==> src/rtl/acl_axis_sequencer.sv <==
// Periodic X/Y/Z register-read scheduler for the PmodACL axis datapath; all outputs are registered.
// A frame is three req/ack reads followed by an atomic update of the three axis outputs.
module acl_axis_sequencer #(
  parameter int         SAMPLE_PERIOD = 100000,
  parameter int         TIMEOUT       = 4096,
  parameter logic [7:0] ADDR_X        = 8'h32
) (
  input  logic        CLK,
  input  logic        RST,
  input  logic        EN,
  output logic        rd_req,
  output logic [7:0]  rd_addr,
  input  logic        rd_ack,
  input  logic [15:0] rd_data,
  output logic [9:0]  xAxis,
  output logic [9:0]  yAxis,
  output logic [9:0]  zAxis,
  output logic        frame_valid,
  output logic        busy,
  output logic        err_timeout,
  output logic        err_overrun
);

  localparam int PW = $clog2(SAMPLE_PERIOD);
  localparam int TW = $clog2(TIMEOUT);
  localparam logic [PW-1:0] PER_LAST = PW'(SAMPLE_PERIOD - 1);
  localparam logic [TW-1:0] TO_LAST  = TW'(TIMEOUT - 1);

  typedef enum logic [2:0] {
    S_IDLE,
    S_REQ_X,
    S_REQ_Y,
    S_REQ_Z,
    S_UPDATE
  } state_t;

  state_t        state_q, state_d;
  logic [PW-1:0] per_cnt_q, per_cnt_d;
  logic [TW-1:0] to_cnt_q, to_cnt_d;
  logic          rd_req_q, rd_req_d;
  logic [7:0]    rd_addr_q, rd_addr_d;
  logic [9:0]    x_tmp_q, x_tmp_d, y_tmp_q, y_tmp_d, z_tmp_q, z_tmp_d;
  logic [9:0]    x_axis_q, x_axis_d, y_axis_q, y_axis_d, z_axis_q, z_axis_d;
  logic          frame_valid_q, frame_valid_d;
  logic          busy_q, busy_d;
  logic          err_timeout_q, err_timeout_d;
  logic          err_overrun_q, err_overrun_d;
  logic          drop_q, drop_d;
  logic          tick;
  logic          abort;
  logic          rd_data_unused;

  // Only the low 10 bits carry the axis value.
  assign rd_data_unused = ^rd_data[15:10];

  assign tick  = EN && (per_cnt_q == PER_LAST);
  // Once EN has dropped inside a frame the frame is void, even if EN comes back.
  assign abort = drop_q | ~EN;

  always_comb begin
    per_cnt_d     = (!EN || tick) ? '0 : per_cnt_q + 1'b1;
    state_d       = state_q;
    to_cnt_d      = to_cnt_q;
    rd_req_d      = rd_req_q;
    rd_addr_d     = rd_addr_q;
    x_tmp_d       = x_tmp_q;
    y_tmp_d       = y_tmp_q;
    z_tmp_d       = z_tmp_q;
    x_axis_d      = x_axis_q;
    y_axis_d      = y_axis_q;
    z_axis_d      = z_axis_q;
    frame_valid_d = 1'b0;
    err_timeout_d = err_timeout_q;
    err_overrun_d = err_overrun_q | (tick && (state_q != S_IDLE));
    drop_d        = drop_q | ~EN;

    case (state_q)
      S_IDLE: begin
        drop_d = 1'b0;
        if (tick) begin
          state_d   = S_REQ_X;
          rd_addr_d = ADDR_X;
          to_cnt_d  = '0;
        end
      end

      S_REQ_X, S_REQ_Y, S_REQ_Z: begin
        if (!rd_req_q) begin
          // Entry cycle: nothing is outstanding yet, so an abort needs no handshake.
          if (abort) state_d = S_IDLE;
          else       rd_req_d = 1'b1;
        end else if (rd_ack) begin
          // Ack is checked before expiry so a last-cycle ack still lands.
          rd_req_d = 1'b0;
          to_cnt_d = '0;
          case (state_q)
            S_REQ_X: begin
              x_tmp_d   = rd_data[9:0];
              state_d   = S_REQ_Y;
              rd_addr_d = ADDR_X + 8'd2;
            end
            S_REQ_Y: begin
              y_tmp_d   = rd_data[9:0];
              state_d   = S_REQ_Z;
              rd_addr_d = ADDR_X + 8'd4;
            end
            default: begin
              z_tmp_d = rd_data[9:0];
              state_d = S_UPDATE;
            end
          endcase
          if (abort) state_d = S_IDLE;
        end else if (to_cnt_q == TO_LAST) begin
          rd_req_d      = 1'b0;
          err_timeout_d = 1'b1;
          x_tmp_d       = '0;
          y_tmp_d       = '0;
          z_tmp_d       = '0;
          to_cnt_d      = '0;
          state_d       = S_IDLE;
        end else begin
          to_cnt_d = to_cnt_q + 1'b1;
        end
      end

      S_UPDATE: begin
        if (!abort) begin
          x_axis_d      = x_tmp_q;
          y_axis_d      = y_tmp_q;
          z_axis_d      = z_tmp_q;
          frame_valid_d = 1'b1;
        end
        state_d = S_IDLE;
      end

      default: state_d = S_IDLE;
    endcase

    busy_d = (state_d != S_IDLE);
  end

  always_ff @(posedge CLK or negedge RST) begin
    if (!RST) begin
      state_q       <= S_IDLE;
      per_cnt_q     <= '0;
      to_cnt_q      <= '0;
      rd_req_q      <= 1'b0;
      rd_addr_q     <= '0;
      x_tmp_q       <= '0;
      y_tmp_q       <= '0;
      z_tmp_q       <= '0;
      x_axis_q      <= '0;
      y_axis_q      <= '0;
      z_axis_q      <= '0;
      frame_valid_q <= 1'b0;
      busy_q        <= 1'b0;
      err_timeout_q <= 1'b0;
      err_overrun_q <= 1'b0;
      drop_q        <= 1'b0;
    end else begin
      state_q       <= state_d;
      per_cnt_q     <= per_cnt_d;
      to_cnt_q      <= to_cnt_d;
      rd_req_q      <= rd_req_d;
      rd_addr_q     <= rd_addr_d;
      x_tmp_q       <= x_tmp_d;
      y_tmp_q       <= y_tmp_d;
      z_tmp_q       <= z_tmp_d;
      x_axis_q      <= x_axis_d;
      y_axis_q      <= y_axis_d;
      z_axis_q      <= z_axis_d;
      frame_valid_q <= frame_valid_d;
      busy_q        <= busy_d;
      err_timeout_q <= err_timeout_d;
      err_overrun_q <= err_overrun_d;
      drop_q        <= drop_d;
    end
  end

  assign rd_req      = rd_req_q;
  assign rd_addr     = rd_addr_q;
  assign xAxis       = x_axis_q;
  assign yAxis       = y_axis_q;
  assign zAxis       = z_axis_q;
  assign frame_valid = frame_valid_q;
  assign busy        = busy_q;
  assign err_timeout = err_timeout_q;
  assign err_overrun = err_overrun_q;

endmodule

==> config.mk <==
export PLATFORM = sky130hd
export DESIGN_NAME = acl_axis_sequencer
export DESIGN_NICKNAME = d
export VERILOG_FILES = /design/src/rtl/acl_axis_sequencer.sv
export SDC_FILE = /design/constraint.sdc
export NUM_CORES = 1
export LEC_CHECK = 0
export BUFFER_PORTS_ARGS = -buffer_cell sky130_fd_sc_hd__buf_4
export CAP_MARGIN = 20
export CORE_ASPECT_RATIO = 0.5
export CORE_MARGIN = 3
export CORE_UTILIZATION = 50
export DETAILED_ROUTE_END_ITERATION = 16
export GPL_ROUTABILITY_DRIVEN = 0
export PLACE_DENSITY_LB_ADDON = 0.2
export SLEW_MARGIN = 30
export SYNTH_ARGS = -nofsm -noshare
export SYNTH_HDL_FRONTEND = slang
export SYNTH_SLANG_ARGS = --single-unit
==> constraint.sdc <==
create_clock -name CLK -period 2.35 [get_ports CLK]
set_input_delay 0.235 -clock CLK [delete_from_list [all_inputs] [get_ports CLK]]
set_output_delay 0.235 -clock CLK [all_outputs]
set_load 0.02 [all_outputs]
Word-level counts from Yosys, hierarchy flattened
Index checks and enable logic that the tools add are counted.
{"block": "totals", "out_inout_bits": 43, "regBits": 106, "input_bits": 20, "word_cells": 86}
{"block": "classes", "n_bitwise": 5, "n_reduce_logical": 18, "addsub": 2, "n_eq_ne": 13, "n_mux": 32}
{"op": "10-bit two-way mux", "count": 7}
{"op": "12-bit two-way mux", "count": 4}
{"op": "8-bit case mux with 2 select lines", "count": 2}
{"op": "8-bit two-way mux", "count": 3}
{"op": "12-bit case mux with 2 select lines", "count": 1}
{"op": "3-bit two-way mux", "count": 6}
{"op": "17-bit by 1-bit adder with 17-bit output, second input constant", "count": 1}
{"op": "17-bit == test, second input constant", "count": 1}
{"op": "17-bit two-way mux", "count": 1}
{"op": "4-bit AND reduction", "count": 4}
{"op": "12-bit by 1-bit adder with 12-bit output, second input constant", "count": 1}
{"op": "12-bit == test, second input constant", "count": 1}
{"op": "3-bit case mux with 2 select lines", "count": 2}
{"op": "2-bit != test, second input constant", "count": 4}
{"op": "3-bit by 2-bit == test with 1-bit output, second input constant", "count": 2}
{"op": "1-bit two-way mux", "count": 6}
{"op": "3-bit nonzero test", "count": 2}
{"op": "5-bit AND reduction", "count": 1}
{"op": "2-bit by 1-bit != test with 1-bit output, second input constant", "count": 2}
{"op": "2-bit nonzero test", "count": 2}
{"op": "3-bit by 1-bit == test with 1-bit output, second input constant", "count": 1}
{"op": "3-bit == test, second input constant", "count": 1}
{"op": "3-bit logical NOT", "count": 1}
{"op": "3-bit != test, second input constant", "count": 1}
{"op": "other kinds (9)", "count": 13}

Logic depth before layout (Yosys ltp)
Gate-level depths: netlist of the first run.
{"block": "logic_depth", "depth_word": 7, "ltp_mapped": 7, "depth_no_buf": 6}

Worst setup path before layout of the first run
No wires, ideal clock.
{"block": "synth_timing", "path_kind": "register -> register", "from": "register per_cnt_q[12]", "to": "register to_cnt_q[10]", "setup_ps": 129, "synth_period_minus_slack_ps": 1971, "required_ps": 2221, "arrival_ps": 1842, "setup_slack_ps": 379, "stages_incl_launch_ff": 7, "cell_sequence": "dfrtp_1 -> or4b_4 -> nor4_4 -> a31oi_4 -> buf_6 -> o21ai_2 -> o41ai_2"}
{"block": "synth_via", "elab_chain_cells": 4}
{"item": "start: declaration", "line": "38", "source": "logic [PW-1:0] per_cnt_q, per_cnt_d;"}
{"item": "start signal: assignment", "line": "162", "source": "per_cnt_q <= per_cnt_d;"}
{"item": "17-bit == test", "line": "56", "source": "assign tick = EN && (per_cnt_q == PER_LAST);"}
{"item": "1-bit logical AND", "line": "56"}
{"item": "2-bit != test (no line)"}
{"item": "3-bit AND reduction (no line)"}
{"item": "end signal: assignment", "line": "163", "source": "to_cnt_q <= to_cnt_d;"}
{"item": "end: declaration", "line": "39", "source": "logic [TW-1:0] to_cnt_q, to_cnt_d;"}
Every way passes these cells.
A chain may end at the register's enable or synchronous reset.

Worst setup path in the final report of the first run
{"block": "layout_timing", "from": "register per_cnt_q[12]", "to": "register to_cnt_q[3]"}
Same word-level chain as after synthesis.

==> summary.md, run 1 <==
| Metric | Value |
|---|---|
| Status | finished, final reports clean |
| Sequential Area | 2530 um2 |
| Post-Route Setup TNS | 0 ns |
| Static Leak | 2.62 nW |
| Multi-input gate area | 1690 um2 |
| Initial core utilization | ~53% |
| Die Height | 71.9 um |
| Remaining global-route overflow | 0 |
| Ys flop type | dfrtp_1 |
| Vias | 3,338 |
| Slew HR | 37.9% |
| ANT nets after route | 0 |
| Non-Filler Instances | 605 |
| Worst Tran Pin Value | a little over 0.9 ns |
| CP cell instances | or4b_4 -> nor4_4 -> a31oi_4 -> a21o_2 -> a21o_1 |
| Mean Syn Cell Area | 10.2 um2 |
| Largest net degree at the start of global routing | 67 |
| Placed insts | 588 |
| Root buffer cell | clkbuf_16 |
| Startpoint types | flop |
| Io pins | 63 |
| Type of the worst setup path | reg -> reg |
| Final wirelength | 9.09 mm |
| Slew Limit Fails | 0 |
| H-tree levels | 3 |
| Critical Path End Type | flop |
| First-pass GRT wire length | 15.6 mm |
| VDD IR max | 0.347 mV |
| Final setup violation count | 0 |
| CTS tree | done |
| Worst Clk Skew | 0.00808 ns |
| Row count | 23 |
| Wire per inst | 15.0 um |
| Register area share after synthesis | between 50 and 60% |
| Worst path max stage delay | 0.56 ns |
| Die Area | 9910 um2 |
| Die Width | 138 um |
| CP required | 2.58 ns |
| Async set-reset flop share out of synthesis | 100% |
| Worst Path Max Fanout | 16 |
| # DRC | 0 |
| Yosys warnings | 0 |
| Vias in the first global route | 3,158 |
| Inserted Diodes | 0 |
| PwrDens | 847 nW/um2 |
| Layout cell share with drive strength beyond 1 | 18.9% |
| Hold Path End | z_tmp_q[9] |
| R2R depth | 5 |
| Fin. Hold Viols | 0 |
| RR Endpoint | to_cnt_q[3] |
| EDFF count, synth | 0 |
| CTS Buf Count | 9 |
| Util after Layout | 63.1% |
| # fillers | 715 |
| DP HPWL | 5.86 mm |
| Total GRT Usage | 20.2% |
| Cells after Synth | 427 |
| Tmin final | 2.12 ns |
| 1st-pass router iterations | 4 |
| Fmax achieved | 472 MHz |
| CP Data Arrival Time | 2.35 ns |
| Syn-to-layout area delta | 19.4% |
| Core area | approximately 8200 um2 |
| Clock Latency Late Sink | 0.35 ns |
| Commonest non-fill, non-tap cell in the layout | nand2_1 |
| Unique masters post-synth | 50 |
| Hold Startpoint | rd_data[9] |
| Hold Path Cell Cnt | 2 |
| # Max-Cap Violations | 0 |
| DRT iter0 DRCs | 188 |
| R2r setup slk | approximately 0.23 ns |
| Clk buf depth | 2 |
| Clock-pin transition on the worst setup and hold timing paths | around 0.07 ns |
| IO Port Bufs | 52 |
| RSZ-0062 raised after global routing | no |
| Vias/cell | 5.52 |
| RR Startpoint | per_cnt_q[12] |
| Period utilization | between 90% and 100% |
| #FFs+latches synth | slightly above 100 |
| Min-Delay Path Class | in -> reg |
| Final net count | 510 |
| Synth Cell Area | 4350 um2 |
| Initial antenna violation count | 0 |
| Max stage delay cell, worst path | or4b_4 |
| CTS sink count | 101 |
| Most frequent cells in the layout | nand2_1 (105), dfrtp_1 (101), buf_4 (64), nor2_1 (39), a22o_1 (30) |
==> worst max-delay path by stage <==
stage,startpoint,endpoint,slack (ns)
floorplan,per_cnt_q[12],to_cnt_q[10],0.38
global placement,per_cnt_q[12],to_cnt_q[3],0.24
detailed placement,per_cnt_q[12],to_cnt_q[3],0.22
CTS,per_cnt_q[12],to_cnt_q[3],0.20
global route,per_cnt_q[12],to_cnt_q[3],0.1
finish,per_cnt_q[12],to_cnt_q[3],0.23
==> synth_stat cells, types with 2 or more instances <==
cell | count | area [um2]
a211oi_1 | 2 | 15.0
a21o_1 | 2 | 15.0
a21oi_1 | 6 | 30.0
a22o_1 | 30 | 263
a31oi_1 | 5 | 31.3
and2_1 | 2 | 12.5
and4_1 | 2 | 17.5
buf_4 | 6 | 45.0
clkbuf_1 | 11 | 41.3
dfrtp_1 | 101 | 2530
ha_1 | 2 | 25.0
inv_1 | 10 | 37.5
nand2_1 | 105 | 394
nand2b_1 | 5 | 31.3
nand3_1 | 18 | 90.1
nand4_1 | 6 | 37.5
nor2_1 | 39 | 146
nor3_1 | 6 | 30.0
nor3_2 | 2 | 20.0
nor4_1 | 2 | 12.5
o21a_1 | 2 | 15.0
o21ai_0 | 12 | 60.1
o21ai_1 | 3 | 15.0
o21ai_2 | 3 | 26.3
o21bai_1 | 2 | 15.0
o22ai_1 | 2 | 12.5
o31ai_1 | 3 | 22.5
o41ai_1 | 2 | 17.5
xnor2_1 | 4 | 35.0
xor2_1 | 12 | 105
==> registers in the layout (all words and copies together) (netlist names) <==
register     cells
per_cnt_q       17
busy             1
to_cnt_q        12
rd_addr          3
xAxis           10
state_q          3
yAxis           10
x_tmp_q         10
zAxis           10
y_tmp_q         10
err_timeout      1
rd_req           1
drop_q           1
frame_valid      1
z_tmp_q         10
err_overrun      1
==> area by class of cell <==
cell class / instances / area share (%)
timing repair buffer: 66 / 9.84
multi-input combinational: 300 / 32.5
sequential: 101 / 48.7
clock buffer: 10 / 4.41
tap: 112 / 2.70
clock inverter: 6 / 1.08
inverter: 10 / 0.723
==> stage by stage <==
stage	hold WS, ns	setup WS, ns	cell area (um2)	power [mW]
CTS	0.123	0.202	5190	4.45
global placement	0.222	0.244	4890	2.99
detailed placement	0.222	0.216	4890	3.00
floorplan	-0.0606	0.379	4360	2.73
finish	0.136	0.230	5190	4.39
global route	0.131	0.0965	5190	4.66
==> where the power goes <==
part / total, mW / internal (mW) / switching (mW)
clock: 1.41 / 0.741 / 0.674
sequential: 2.24 / 2.03 / 0.216
combinational: 0.738 / 0.349 / 0.389
total: 4.39 / 3.12 / 1.28
==> critical path, delay by kind of cell (launching register included) <==
family,cells,cell delay (ns)
AOI/OAI and AO/OA,3,0.70
and+or+nand+nor,2,0.91
DFF,1,0.42
==> layer usage <==
layer	GRT usage (%)	vias to the layer above	routed length [um]
met5	0	-	0
met1	29.0	1629	4270
li1	-	1596	-
met2	30.7	103	4110
met3	5.47	10	591
met4	5.91	0	117
==> logic make-up (layout without fill, tap and decap cells) <==
kind of cell / after synthesis / in the layout / share of synthesized area, %
flops: 101 / 101 / 58.2
xor+xnor: 16 / 16 / 3.22
simple gates: 197 / 197 / 20.5
buf+inv: 29 / 92 / 3.22
other cells: 1 / 4 / 0.0863
compound gates: 81 / 81 / 14.3
fa+ha+maj: 2 / 2 / 0.576
==> what timing repair did <==
item | CTS | global route
gates resized for setup | 0 | 0
buffers inserted | 0 | 0
hold buffers | 1 | 0
hold endpoints to repair | 35 | 0
No activity file was read; power rests on OpenSTA's default activity.
==> run 2, diff against run 1 <==
- ABC_CLOCK_PERIOD_IN_PS: unset -> 2350
- CORE_UTILIZATION: 50 -> 57
- SETUP_SLACK_MARGIN: unset -> 0.3
==> summary.md, run 2 (synthesized netlist as in run 1, its figures left out) <==
| Metric | Value |
|---|---|
| Final net count | 522 |
| Worst path max stage delay | 0.51 ns |
| Largest net degree at the start of global routing | 52 |
| CP required | 2.58 ns |
| Util after Layout | 75.9% |
| IO Port Bufs | 52 |
| Die Area | 8770 um2 |
| CTS Buf Count | 9 |
| Largest registers | per_cnt_q: 17 flops, to_cnt_q: 12 flops |
| Vias in the first global route | ~3.3k |
| Final WS setup | 0.290 ns |
| Tot Pwr | around 4.5 mW |
| Core area | 7020 um2 |
| Status | finished, final reports clean |
| Final setup violation count | 0 |
| Post-Route Setup TNS | 0 ns |
| # Max-Cap Violations | 0 |
| Final wirelength | 9.94 mm |
| Slew HR | 46.5% |
| Hold Slack | 0.137 ns |
| CP Data Arrival Time | 2.29 ns |
| PwrDens | 837 nW/um2 |
| Vias | ~3.5k |
| CP cell instances | or4b_4 -> nor4_4 -> buf_4 -> a31oi_4 -> buf_12 -> o21ai_2 -> o41ai_1 |
| Min-Delay Path Class | in -> reg |
| Pre-CTS setup slack | 0.241 ns |
| H-tree levels | 3 |
| Worst Tran Pin Value | 0.797 ns |
| Startpoint types | flop |
| 1st-pass router iterations | 5 |
| Initial antenna violation count | 0 |
| DRT iter0 DRCs | 276 |
| Row count | 21 |
| Clock-pin transition on the worst setup and hold timing paths | approximately 0.070 ns |
| First-pass GRT wire length | 16.2 mm |
| Period utilization | 87.7% |
| Wire per inst | 16.7 um |
| Slew Limit Fails | 0 |
| Io pins | 63 |
| Max stage delay cell, worst path | or4b_4 |
| Clock Latency Late Sink | 0.34 ns |
| Inserted Diodes | 0 |
| Worst Path Max Fanout | 6 |
| Total GRT Usage | about a quarter |
| Die Height | 67.7 um |
| Initial core utilization | between 60% and 70% |
| CTS sink count | 101 |
| Tmin final | 2.06 ns |
| Critical Path End Type | flop |
| Clk buf depth | 2 |
| Type of the worst setup path | reg -> reg |
| Die Width | 129 um |
| CTS tree | done |
| DP HPWL | between 6 and 7 mm |
| Most frequent cells in the layout | nand2_1 (105), dfrtp_1 (100), buf_4 (73), nor2_1 (37), a22o_1 (30) |
| Worst Clk Skew | a little over 0.007 ns |
| Vias/cell | 5.89 |
| Fmax achieved | 485 MHz |
| VDD IR max | ~0.51 mV |
| # DRC | 0 |
| RSZ-0062 raised after global routing | yes |
| Fin. Hold Viols | 0 |
| Syn-to-layout area delta | 22.5% |
| Root buffer cell | clkbuf_16 |
| Commonest non-fill, non-tap cell in the layout | nand2_1 |
| Max reg flops | 17 |
| Static Leak | about 2.7 nW |
| ANT nets after route | 0 |
| Largest register by flop count | per_cnt_q |
| Layout cell share with drive strength beyond 1 | 22.8% |
| Remaining global-route overflow | 0 |
==> run 2: changes by cell type in the layout (fill, tap and decap cells not counted), moves of 2 or more <==
cell and delta:
clkinv_4 -2, nor4_1 -2, nor2_2 +2, nor2_1 -2
buf_4 +9, inv_8 -2, nand2b_1 -2, clkinv_2 +2
nor4_2 +2, inv_6 +2
==> run 2: repair_timing <==
action	in CTS	in global routing
hold buffers	1	0
gates resized for setup	1	13
gates cloned	1	1
setup endpoints to repair	2	57
pin swaps	2	1
buffers inserted	2	5
endpoints found under the hold margin	47	0
==> run 2: worst paths after layout <==
kind	to	slack, ns	startpoint	cells after the start
hold / removal	z_tmp_q[9]	0.14	rd_data[9]	2
min in group asynchronous	xAxis[1]	0.46	RST	2
setup reg to reg	to_cnt_q[5]	0.29	per_cnt_q[11]	7
hold reg to reg	xAxis[5]	0.47	x_tmp_q[5]	2
max in group asynchronous	per_cnt_q[14]	1.19	RST	3
setup / recovery	to_cnt_q[5]	0.29	per_cnt_q[11]	7
==> run 2: cell type report <==
| type | instances | area (um2) |
|---|---|---|
| flip-flops and latches | 101 | 2530 |
| multi-input cells | 301 | 1750 |
| fillers | 479 | 1690 |
| repair buffers | 77 | 609 |
| clock buffers | 10 | 239 |
| well taps | 92 | 115 |
| clock inverters | 6 | 43.8 |
| inverters | 10 | 37.5 |
==> run 2: critical path, delay by kind of cell (launching register included) <==
kind            cells  cell delay (ns)
flops               1             0.45
compound gates      3             0.34
simple gates        2             0.78
buf+inv             2             0.36
==> run 2: through the flow <==
| step | instance area [um2] | std cells |
|---|---|---|
| 6_report | 5330 | 597 |
| 5_1_grt | 5330 | 597 |
| 4_1_cts | 5220 | 591 |
| 3_5_place_dp | 4880 | 571 |
| 3_3_place_gp | 4880 | 571 |
| 2_1_floorplan | 4360 | 430 |
==> run 2: per-layer routing <==
layer	vias to the layer above	part of all wire, %	global-route usage (%)	wire, um
li1	1618	-	-	-
met1	1764	43	31.5	4290
met2	117	50	40.3	4930
met3	15	5.9	4.98	586
met4	0	1.4	7.25	136
met5	-	0	0	0
==> run 2: power by group <==
| part | switching, mW | internal (mW) |
|---|---|---|
| Sequential | 0.228 | 2.03 |
| Clock | 0.650 | 0.754 |
| Combinational | 0.427 | 0.370 |
| Total | 1.30 | 3.15 |
==> run 3, diff against run 2 <==
- CORE_UTILIZATION: 57 -> 37
==> summary.md, run 3 (synthesized netlist as in run 1, its figures left out) <==
| Metric | Value |
|---|---|
| Final wirelength | 9.95 mm |
| ANT nets after route | 0 |
| Die Height | 82.6 um |
| PwrDens | 829 nW/um2 |
| Clock power frac | 32.3% |
| Layout cell share with drive strength beyond 1 | between 20% and 30% |
| CTS Buf Count | 9 |
| Type of the worst setup path | reg -> reg |
| CTS tree | done |
| CP Data Arrival Time | 2.24 ns |
| Largest registers | per_cnt_q: 17 flops, to_cnt_q: 12 flops |
| Die Width | 159 um |
| IO Port Bufs | 52 |
| Tmin final | 2.01 ns |
| RSZ-0062 raised after global routing | yes |
| Clock Latency Late Sink | 0.33 ns |
| DRT iter0 DRCs | 270 |
| CTS sink count | 101 |
| Io pins | 63 |
| Post-Route Setup TNS | 0 ns |
| Combinational share of power | 17.7% |
| Fin. Hold Viols | 0 |
| # Max-Cap Violations | 0 |
| Worst Tran Pin Value | 0.635 ns |
| Syn-to-layout area delta | 25.2% |
| H-tree levels | 3 |
| Largest net degree at the start of global routing | 60 |
| 1st-pass router iterations | 4 |
| Final net count | 522 |
| Vias/cell | 5.00 |
| Worst Path Max Fanout | 6 |
| Largest register by flop count | per_cnt_q |
| Startpoint types | flop |
| Core area | 11,200 um2 |
| CP required | roughly 2.6 ns |
| Die Area | between 10,000 and 15,000 um2 |
| Commonest non-fill, non-tap cell in the layout | nand2_1 |
| Sequential share of power | 50.0% |
| Clock-pin transition on the worst setup and hold timing paths | 0.07 ns |
| Vias in the first global route | 3,239 |
| Switch Pwr | 1.27 mW |
| Tot Pwr | 4.51 mW |
| Total GRT Usage | 15.7% |
| P_int | between 3 and 4 mW |
| Clk buf depth | 2 |
| Final setup violation count | 0 |
| Most frequent cells in the layout | nand2_1 (105), dfrtp_1 (101), buf_4 (70), nor2_1 (35), a22o_1 (30) |
| VDD IR max | 0.401 mV |
| Period utilization | 85.6% |
| Critical Path End Type | flop |
| Vias | 3,312 |
| Hold Startpoint | rd_data[3] |
| Fmax achieved | around 500 MHz |
| Row count | 27 |
| Status | finished, final reports clean |
| CP startpoint | per_cnt_q[13] |
| DP HPWL | 6.34 mm |
| Remaining global-route overflow | 0 |
| Inserted Diodes | 0 |
| # DRC | 0 |
| # fillers | 1,078 |
| Initial core utilization | about two fifths |
| Max reg flops | 17 |
| Wire per inst | 15.0 um |
| Slew Limit Fails | 0 |
| Root buffer cell | clkbuf_16 |
| RR Startpoint | per_cnt_q[13] |
| Min-Delay Path Class | in -> reg |
| Slew HR | a little under three fifths |
| Initial antenna violation count | 0 |
| Sw frac | 28.3% |
| First-pass GRT wire length | between 15 and 20 mm |
| Worst Clk Skew | about 0.0048 ns |
| Static Leak | between 2 and 3 nW |
[run 3: cell types whose count changed in the layout (fill, tap and decap cells not counted), sizes merged]
cell      change
inv           -2
clkinv        -2
clkinvlp      +2
bufinv        +1
[run 3: metrics by stage]
| stage | utilization (%) | hold slack [ns] | worst slack [ns] | instances | area [um2] |
|---|---|---|---|---|---|
| finish | 48.5 | 0.146 | 0.338 | 663 | 5440 |
| global route | 48.5 | 0.140 | 0.261 | 663 | 5440 |
| CTS | 47.5 | 0.129 | 0.294 | 658 | 5320 |
| detailed placement | 44.3 | 0.266 | 0.212 | 636 | 4970 |
| global placement | 44.3 | 0.266 | 0.227 | 636 | 4970 |
| floorplan | - | -0.0606 | 0.379 | 430 | 4360 |
[run 3: cell type report]
cell class	instances	area [um2]	area share, %
tap	159	199	3.66
clock inverter	5	61.3	1.13
clock buffer	10	229	4.21
multi-input combinational	301	1770	32.5
inverter	10	37.5	0.690
sequential	101	2530	46.5
timing repair buffer	77	621	11.4
[run 3: per-layer routing]
metal | track usage (%) | share of wire, % | up-vias
met4 | 4.19 | 0.15 | 0
met5 | 0 | 0 | -
li1 | - | - | 1612
met1 | 21.4 | 49 | 1631
met3 | 3.44 | 3.8 | 2
met2 | 25.8 | 47 | 67
[run 3: power groups by stage]
stage,clock network (mW),registers [mW],logic [mW]
after floorplan,0,2.27,0.469
after CTS,1.51,2.25,0.776
after global routing,1.58,2.30,0.886
after global placement,0,2.28,0.731
final,1.46,2.25,0.799
after detailed placement,0,2.28,0.745
[run 3: timing repair]
item,in CTS,in global routing
hold buffers,1,0
gates resized for setup,0,20
pin swaps,2,6
endpoints found under the hold margin,42,0
endpoints found under the setup margin,5,54
cloned,1,1
buffers inserted,5,4
[run 3: final timing paths]
path	cells past startpoint	endpoint	slack [ns]
min in group asynchronous	2	zAxis[8]	0.44
min reg2reg	1	err_timeout	0.46
max in group asynchronous	3	per_cnt_q[16]	1.20
min	2	x_tmp_q[3]	0.15
max reg2reg	6	to_cnt_q[3]	0.34
max	6	to_cnt_q[3]	0.34
[run 3: critical path, cell delays in order (launching register included)]
cell	delay [ns]
dfrtp_1	0.38
or4b_4	0.55
nor4_4	0.26
buf_4	0.19
a31oi_4	0.16
a21o_2	0.22
a21o_1	0.14
